$ cat src/rtl/mdu_pkg.sv
// Shared definitions for the multiply/divide unit: divider state encoding,
// iteration count and the divide-by-zero quotient value.
package mdu_pkg;

  // Divider sequencing states
  typedef enum logic [2:0] {
    DIV_IDLE = 3'd0,
    DIV_PREP = 3'd1,
    DIV_CALC = 3'd2,
    DIV_FIX  = 3'd3,
    DIV_DONE = 3'd4
  } div_state_e;

  // One restore step per quotient bit
  localparam int DIV_ITERS = 32;

  // Width of the iteration counter; it wraps to zero on the final step
  localparam int DIV_CNT_W = $clog2(DIV_ITERS);

  // Quotient reported when the divisor is zero (MIPS leaves it unpredictable,
  // this pipeline pins it to all ones)
  localparam logic [31:0] DIV_DBZ_QUO = 32'hFFFF_FFFF;

  // True on the iteration whose counter value wraps back to zero
  function automatic logic div_is_last(input logic [DIV_CNT_W-1:0] cnt);
    return cnt == DIV_CNT_W'(DIV_ITERS - 1);
  endfunction

endpackage

$ cat src/rtl/div_step.sv
// One restoring-division step: shift the next dividend bit into the partial
// remainder, try subtracting the divisor, keep the difference if it is
// non-negative and report the resulting quotient bit.
module div_step #(
  parameter int WIDTH = 32
) (
  input  logic [WIDTH:0]   prem_i,
  input  logic             dvd_msb_i,
  input  logic [WIDTH-1:0] dvs_i,
  output logic [WIDTH:0]   prem_o,
  output logic             q_bit_o
);

  logic [WIDTH+1:0] shifted;
  logic [WIDTH+1:0] trial;

  // Shift-and-subtract. The partial remainder is always below the divisor,
  // so its top bit is zero and the extra guard bit of the subtraction only
  // ever carries the borrow; keeping the full width avoids dropping bits.
  always_comb begin
    shifted = {prem_i, dvd_msb_i};
    trial   = shifted - {2'b00, dvs_i};
    if (!trial[WIDTH+1]) begin
      prem_o  = trial[WIDTH:0];
      q_bit_o = 1'b1;
    end else begin
      prem_o  = shifted[WIDTH:0];
      q_bit_o = 1'b0;
    end
  end

endmodule

$ cat src/rtl/div32.sv
// Sequential 32-bit restoring divider for DIV/DIVU. Quotient goes to LO,
// remainder to HI; a fixed 35-cycle latency from the start edge to done.
module div32
  import mdu_pkg::*;
#(
  parameter int WIDTH = 32
) (
  input  logic             clk,
  input  logic             rst,
  input  logic             start,
  input  logic             is_signed,
  input  logic [WIDTH-1:0] a,
  input  logic [WIDTH-1:0] b,
  input  logic             flush,
  output logic             busy,
  output logic             done,
  output logic [WIDTH-1:0] quo,
  output logic [WIDTH-1:0] rem,
  output logic             dbz
);

  div_state_e           state_q, state_d;
  logic [WIDTH-1:0]     a_q, a_d;
  logic [WIDTH-1:0]     b_q, b_d;
  logic                 sgn_q, sgn_d;
  logic [WIDTH-1:0]     dvd_q, dvd_d;
  logic [WIDTH-1:0]     dvs_q, dvs_d;
  logic [WIDTH:0]       prem_q, prem_d;
  logic [DIV_CNT_W-1:0] cnt_q, cnt_d;
  logic                 qneg_q, qneg_d;
  logic                 rneg_q, rneg_d;
  logic                 bz_q, bz_d;
  logic [WIDTH-1:0]     quo_q, quo_d;
  logic [WIDTH-1:0]     rem_q, rem_d;
  logic                 dbz_q, dbz_d;

  logic                 a_neg;
  logic                 b_neg;
  logic [WIDTH:0]       step_prem;
  logic                 step_q_bit;

  assign a_neg = sgn_q & a_q[WIDTH-1];
  assign b_neg = sgn_q & b_q[WIDTH-1];

  // The dividend register shifts out its MSB each step and the new quotient
  // bit shifts in at the bottom, so it ends up holding the quotient.
  div_step #(
    .WIDTH(WIDTH)
  ) u_step (
    .prem_i    (prem_q),
    .dvd_msb_i (dvd_q[WIDTH-1]),
    .dvs_i     (dvs_q),
    .prem_o    (step_prem),
    .q_bit_o   (step_q_bit)
  );

  // Next-state and datapath update for each phase of the division
  always_comb begin
    state_d = state_q;
    a_d     = a_q;
    b_d     = b_q;
    sgn_d   = sgn_q;
    dvd_d   = dvd_q;
    dvs_d   = dvs_q;
    prem_d  = prem_q;
    cnt_d   = cnt_q;
    qneg_d  = qneg_q;
    rneg_d  = rneg_q;
    bz_d    = bz_q;
    quo_d   = quo_q;
    rem_d   = rem_q;
    dbz_d   = dbz_q;

    unique case (state_q)
      DIV_IDLE: begin
        if (start && !flush) begin
          a_d     = a;
          b_d     = b;
          sgn_d   = is_signed;
          state_d = DIV_PREP;
        end
      end

      DIV_PREP: begin
        if (flush) begin
          state_d = DIV_IDLE;
        end else begin
          dvd_d   = a_neg ? -a_q : a_q;
          dvs_d   = b_neg ? -b_q : b_q;
          qneg_d  = a_neg ^ b_neg;
          rneg_d  = a_neg;
          bz_d    = (b_q == '0);
          prem_d  = '0;
          cnt_d   = '0;
          state_d = DIV_CALC;
        end
      end

      DIV_CALC: begin
        if (flush) begin
          state_d = DIV_IDLE;
        end else begin
          prem_d = step_prem;
          dvd_d  = {dvd_q[WIDTH-2:0], step_q_bit};
          cnt_d  = cnt_q + 1'b1;
          if (div_is_last(cnt_q)) begin
            state_d = DIV_FIX;
          end
        end
      end

      DIV_FIX: begin
        if (flush) begin
          state_d = DIV_IDLE;
        end else begin
          if (bz_q) begin
            quo_d = WIDTH'(DIV_DBZ_QUO);
            rem_d = a_q;
            dbz_d = 1'b1;
          end else begin
            quo_d = qneg_q ? -dvd_q : dvd_q;
            rem_d = rneg_q ? -prem_q[WIDTH-1:0] : prem_q[WIDTH-1:0];
            dbz_d = 1'b0;
          end
          state_d = DIV_DONE;
        end
      end

      DIV_DONE: begin
        state_d = DIV_IDLE;
      end

      default: begin
        state_d = DIV_IDLE;
      end
    endcase
  end

  // State and datapath registers; reset aborts any division in flight
  always_ff @(posedge clk or posedge rst) begin
    if (rst) begin
      state_q <= DIV_IDLE;
      a_q     <= '0;
      b_q     <= '0;
      sgn_q   <= 1'b0;
      dvd_q   <= '0;
      dvs_q   <= '0;
      prem_q  <= '0;
      cnt_q   <= '0;
      qneg_q  <= 1'b0;
      rneg_q  <= 1'b0;
      bz_q    <= 1'b0;
      quo_q   <= '0;
      rem_q   <= '0;
      dbz_q   <= 1'b0;
    end else begin
      state_q <= state_d;
      a_q     <= a_d;
      b_q     <= b_d;
      sgn_q   <= sgn_d;
      dvd_q   <= dvd_d;
      dvs_q   <= dvs_d;
      prem_q  <= prem_d;
      cnt_q   <= cnt_d;
      qneg_q  <= qneg_d;
      rneg_q  <= rneg_d;
      bz_q    <= bz_d;
      quo_q   <= quo_d;
      rem_q   <= rem_d;
      dbz_q   <= dbz_d;
    end
  end

  assign busy = (state_q == DIV_PREP) || (state_q == DIV_CALC) || (state_q == DIV_FIX);
  assign done = (state_q == DIV_DONE);
  assign quo  = quo_q;
  assign rem  = rem_q;
  assign dbz  = dbz_q;

endmodule
$ cat config.mk
export PLATFORM = sky130hd
export DESIGN_NAME = div32
export DESIGN_NICKNAME = d
export VERILOG_FILES = /design/src/rtl/mdu_pkg.sv /design/src/rtl/div_step.sv /design/src/rtl/div32.sv
export SDC_FILE = /design/constraint.sdc
export NUM_CORES = 1
export LEC_CHECK = 0
export ABC_AREA = 1
export CAP_MARGIN = 5
export CORE_MARGIN = 8
export CORE_UTILIZATION = 40
export DETAILED_ROUTE_END_ITERATION = 8
export PLACE_DENSITY = 0.66
export SLEW_MARGIN = 5
export SYNTH_ARGS = -nofsm -noshare
export SYNTH_HDL_FRONTEND = slang
export SYNTH_HIERARCHICAL = 1
export SYNTH_SLANG_ARGS = --single-unit
$ cat constraint.sdc
create_clock -name clk -period 9.7 [get_ports clk]
set_input_delay 1.455 -clock clk [delete_from_list [all_inputs] [get_ports clk]]
set_output_delay 1.455 -clock clk [all_outputs]
set_load 0.005 [all_outputs]
======== After elaboration in Yosys (flattened, before gate mapping) ========
Cells that the tools add are included.
cells by class
  reductions and logical operators ........ 12
  multiplexer cells ....................... 24
  bitwise gates (word level) .............. 4
  eq/ne operators ......................... 9
  add/sub/neg operators ................... 6
operators with widths
  cell                                                  number
  2-to-1 mux 32 bit                                     8
  negation 32 bit                                       4
  2-to-1 mux 33 bit                                     3
  one-hot mux 33 bit (2 select lines)                   1
  one-hot mux 32 bit (2 select lines)                   1
  subtractor 34 x 32 -> 34 bit                          1
  logical NOT 32 bit                                    1
  2-to-1 mux 3 bit                                      4
  one-hot mux 3 bit (4 select lines)                    1
  2-to-1 mux 5 bit                                      2
  one-hot mux 5 bit (2 select lines)                    1
  AND reduction 2 bit                                   4
  equality test 3 x 2 -> 1 bit (second input constant)  2
  != test 2 bit (second input constant)                 3
  adder 5 x 1 -> 5 bit (second input constant)          1
  equality test 5 bit (second input constant)           1
  equality test 3 x 1 -> 1 bit (second input constant)  1
  equality test 3 bit (second input constant)           1
  logical NOT 3 bit                                     1
  != test 3 bit (second input constant)                 1
  AND reduction 3 bit                                   1
  AND 1 bit                                             2
  logical OR 1 bit                                      2
  2-to-1 mux 1 bit                                      2
  6 further kinds                                       6
word-level totals
  flip-flop bits (word level) ............. 238
  input port bits ......................... 69
  logic and storage cells ................. 69

======== Logic depth before layout (Yosys ltp) ========
  depth in word-level cells ............... 4
  gate-level depth with buffers ........... 18
  gate-level depth less buffers ........... 17

======== Hierarchy ========
The synthesis kept the hierarchy.
by module, submodules not included
  module    seq. area each (um^2)  cells an instance  area each (um^2)  instances
  div32     5955.7                 1873               13145.1           1
  div_step  0.0                    721                3444.6            1

======== Least setup slack after synthesis ========
Ideal clock, no wire load.
  path type ............................... input to register
  start point ............................. input flush
  end point ............................... register dvd_q[15]
  required time ........................... 9583 ps
  setup slack ............................. 7248 ps
  stages .................................. 8
  buffers on the path ..................... 2
  arrival ................................. 2336 ps
  library setup time ...................... 117 ps
  cell sequence ........................... inv_2 -> nand2_1 -> nand2_4 -> inv_2 -> buf_4 -> buf_2 -> nand2_1 -> nand2_1
on the way
  longest elaborated chain between the ends .. 2
ends and longest elaborated chain
  element                          line          RTL
  start, declared                  div32.sv:14   input logic flush,
  != test 2 bit (no line)          --
  AND reduction 3 bit (no line) *  --
  end signal, assigned             div32.sv:161  dvd_q <= dvd_d;
  end, declared                    div32.sv:26   logic [WIDTH-1:0] dvd_q, dvd_d;
Mark *: on every way between the ends. The rest lies on a longest branch, timed or not.
A chain may end at the register's enable or synchronous reset.

======== Worst setup path after layout ========
  start point ............................. input flush
  end point ............................... register quo_q[25] (netlist: quo[25])
on the way
  longest elaborated chain between the ends .. 2
ends and longest elaborated chain
  element                        line          RTL
  inverter 1 bit (no line)       --
  AND reduction 2 bit (no line)  --
  end signal, assigned           div32.sv:168  quo_q <= quo_d;
  end, declared                  div32.sv:33   logic [WIDTH-1:0] quo_q, quo_d;
Every way passes these cells.

==> results.py <==
metrics = {
    "timing": {
        "relSlewSlack": 0.1976,
        "tightestPinTransition_ps": 1202,
        "fin_crit_ps": 3569,
        "setup_tns_ps": 0,
        "setup_viol": 0,
        "period_share": 0.3679,
        "skew_ps": 12.38,
        "max_freq_mhz": 280.2,
        "maxSlewViolCount": 0,
        "rsz0062_at_grt": "false",
        "finalHoldViolCount": 0,
    },
    "synth": {
        "syn_nets": 2702,
        "synth-seq-area-share": 0.3590,
        "synthArstFlopShare": 1.000,
        "synth_area_leaders": "dfrtp_1 (36%), nand2_1 (20%), nand3_1 (8.3%), inv_1 (7.7%), nor2_1 (6.8%)",
        "synth_edf_count": 0,
        "ys.flop_type": "dfrtp_1",
        "syn-instance-count": 2594,
        "syn_area_per_cell_sq_um": 6.395,
        "yosys-top-cells-count": "nand2_1 (862), inv_1 (340), nor2_1 (299)",
        "ys_warn_count": 6,
        "synthDistinctLibCells": 41,
        "synth-seq-cells": 238,
        "yosys.cell_count.top_type": "nand2_1",
        "netlist.area_leader.share": 0.3590,
        "synth.largest_area_cell": "dfrtp_1",
        "netlist_area_sq_um": 16590,
    },
    "global_route": {
        "grt_pass1_wl_mm": 88.64,
        "grt.overflow.total": 0,
        "grt_max_degree": 118,
        "antenna_found_initial": 0,
        "grt_use_total": 0.2301,
        "grt_pass1_vias": 16170,
    },
    "final_layout": {
        "finalInstanceArea_sq_um": 19140,
        "area_growth_pct": 15.36,
        "final_layout_size_suffix_gt1_frac": 0.03890,
        "post-route-util": 0.4677,
        "nets": 2788,
        "antenna_cells": 0,
    },
    "run_status": {
        "status": "finished clean",
    },
    "pwr": {
        "ir_drop_mv": 0.1461,
        "combPwrFrac": 0.589,
        "p_sw_mw": 3.683,
        "p_clk_frac": 0.142,
        "p_int_mw": 3.477,
        "p_sw_frac": 0.5144,
        "seqPwrFrac": 0.269,
        "cellLeakagePower_nw": 10.04,
        "power_density_nw_per_um2": 374.1,
    },
    "critical_path": {
        "reg2regPathDepth": 16,
        "path_class": "input port to register",
        "timing.rr.start": "dvs_q[2]",
        "worstPathArrival_ps": 4010,
        "start_kind": "input port",
        "end_kind": "register",
        "ff2ff_setup_slack_ps": 6510,
        "crit_end": "quo[25]",
        "startpoint": "flush",
        "cp_max_fo": 65,
        "r2r-end": "prem_q[22]",
        "cp_data_required_time_ps": 10140,
    },
    "routing": {
        "viasPerCell": 5.210,
        "firstDrtPassIters": 6,
        "postRouteAntennaNets": 0,
        "post-route-drc-count": 0,
        "drt_iter0_markers": 1600,
        "vias": 16830,
        "wl_per_cell_um": 17.39,
        "drt_wl_total_mm": 56.19,
    },
    "job": {
        "max-cap-violations": 0,
    },
    "placed_design": {
        "gp_congestion": 0.9309,
        "hpwl_mm": 43.71,
        "placed_area_sq_um": 18270,
        "port_buffers": 135,
    },
    "floorplanning": {
        "core.rowCount": 74,
        "die_height_um": 219.7,
        "start_util": 0.4054,
        "die_area_sq_um": 48250,
        "die_x_um": 219.7,
        "coreArea_sq_um": 40920,
        "io_pins": 136,
    },
    "clock_tree": {
        "clkTransAtPathRegs_ps": 60,
        "clk_latency_ps": 550,
        "cts_root_buf": "clkbuf_16",
        "post_cts_buffers": 0,
        "clkSinkCount": 238,
        "cts_hold_buffers": 0,
        "cts_resized": 0,
        "clockBufferDepth": 3,
        "cts_max_level": 1,
        "numCtsBuffers": 27,
        "tritoncts": "built",
    },
    "worst_hold_path": {
        "hold_class": "register to register",
    },
}
[power groups by stage]
stage          Clock (mW)  Combinational (mW)  Sequential, mW
6_report             1.02                4.21            1.93
5_1_grt              1.08                4.77            1.98
2_1_floorplan           0                2.94            1.75
3_5_place_dp            0                4.18            1.94
4_1_cts              1.04                4.20            1.92
3_3_place_gp            0                4.13            1.93
[area by class of cell]
cell class                      count  area [sq um]
Tap cell                          532         665.6
Multi-Input combinational cell   1924          8925
Clock buffer                       34         742.0
Timing Repair Buffer              144          1419
Fill cell                        4295         21790
Sequential cell                   238          5956
Inverter                          345          1303
Clock inverter                     14         128.9
[flip-flops by register name, indices dropped and copies added, names as in the netlist]
register	count
dbz	1
quo	32
rem	32
bz_q	1
prem_q	33
cnt_q	5
b_q	32
dvs_q	32
qneg_q	1
a_q	32
dvd_q	32
state_q	3
sgn_q	1
rneg_q	1
[per-layer routing]
metal	part of all wire	GRT usage	up-vias
met2	0.46	0.3800	580
met5	0	0	-
met3	0.066	0.02989	90
met1	0.44	0.3121	7788
li1	-	-	8375
met4	0.030	0.06761	0
[worst max-delay path, cell delays in order]
cell             delay, ps
clkdlybuf4s50_1        540
nor2_1                  70
nand3_2                 60
buf_4                  580
inv_1                  680
or2_2                  490
nand2_1                 70
inv_1                   40
[worst min-delay path by stage]
stage | startpoint | endpoint | slack [ps] | cells after the start
5_1_grt | rem[15] | rem[15] | 510 | 2
3_5_place_dp | rem[20] | rem[20] | 470 | 2
6_report | rem[20] | rem[20] | 480 | 2
2_1_floorplan | dvs_q[24] | dvs_q[24] | 450 | 2
3_3_place_gp | dvs_q[24] | dvs_q[24] | 470 | 2
4_1_cts | rem[20] | rem[20] | 480 | 2
[layout by cell type, fill, tap and decap left out, types with 3 or more instances in the layout]
cell type        count
o21ai_1              5
o22ai_1             10
clkdlybuf4s50_1    135
nand2_1            862
inv_1              339
nor2_2               3
mux2_2               7
nor2_1             299
clkbuf_8             4
ha_1                38
nand3_1            274
o22a_1               5
nor3_1              12
nand2_4              3
dfrtp_1            238
xor2_1              35
buf_4                9
nand4_1             18
a22o_1               3
o211ai_1             5
clkbuf_1             3
or2_2               12
nand2_2              8
and2_1              13
inv_2                5
clkbuf_16           27
a22oi_1              6
a21oi_1            164
nand3_2              6
clkinv_2             9
o21ai_0            116
[through the flow]
stage | setup WS (ps) | hold WS (ps) | total power, mW | instances
after floorplan | 1714 | 448.8 | 4.684 | 2594
after global placement | 5655 | 466.1 | 6.056 | 3183
after detailed placement | 5553 | 468.5 | 6.113 | 3183
after CTS | 6122 | 481.1 | 7.155 | 3231
after global routing | 5959 | 506.3 | 7.829 | 3231
final | 6131 | 476.7 | 7.160 | 3231
[logic make-up after synthesis]
group / share of synthesized area
adder cells (fa/ha/maj): 0.02987
flip-flops: 0.3590
buffers and inverters: 0.1041
AO/OA/AOI/OAI: 0.1029
multiplexers: 0.004752
AND/OR/NAND/NOR: 0.3799
XOR/XNOR: 0.01953
(Power assumes the default switching activity.)
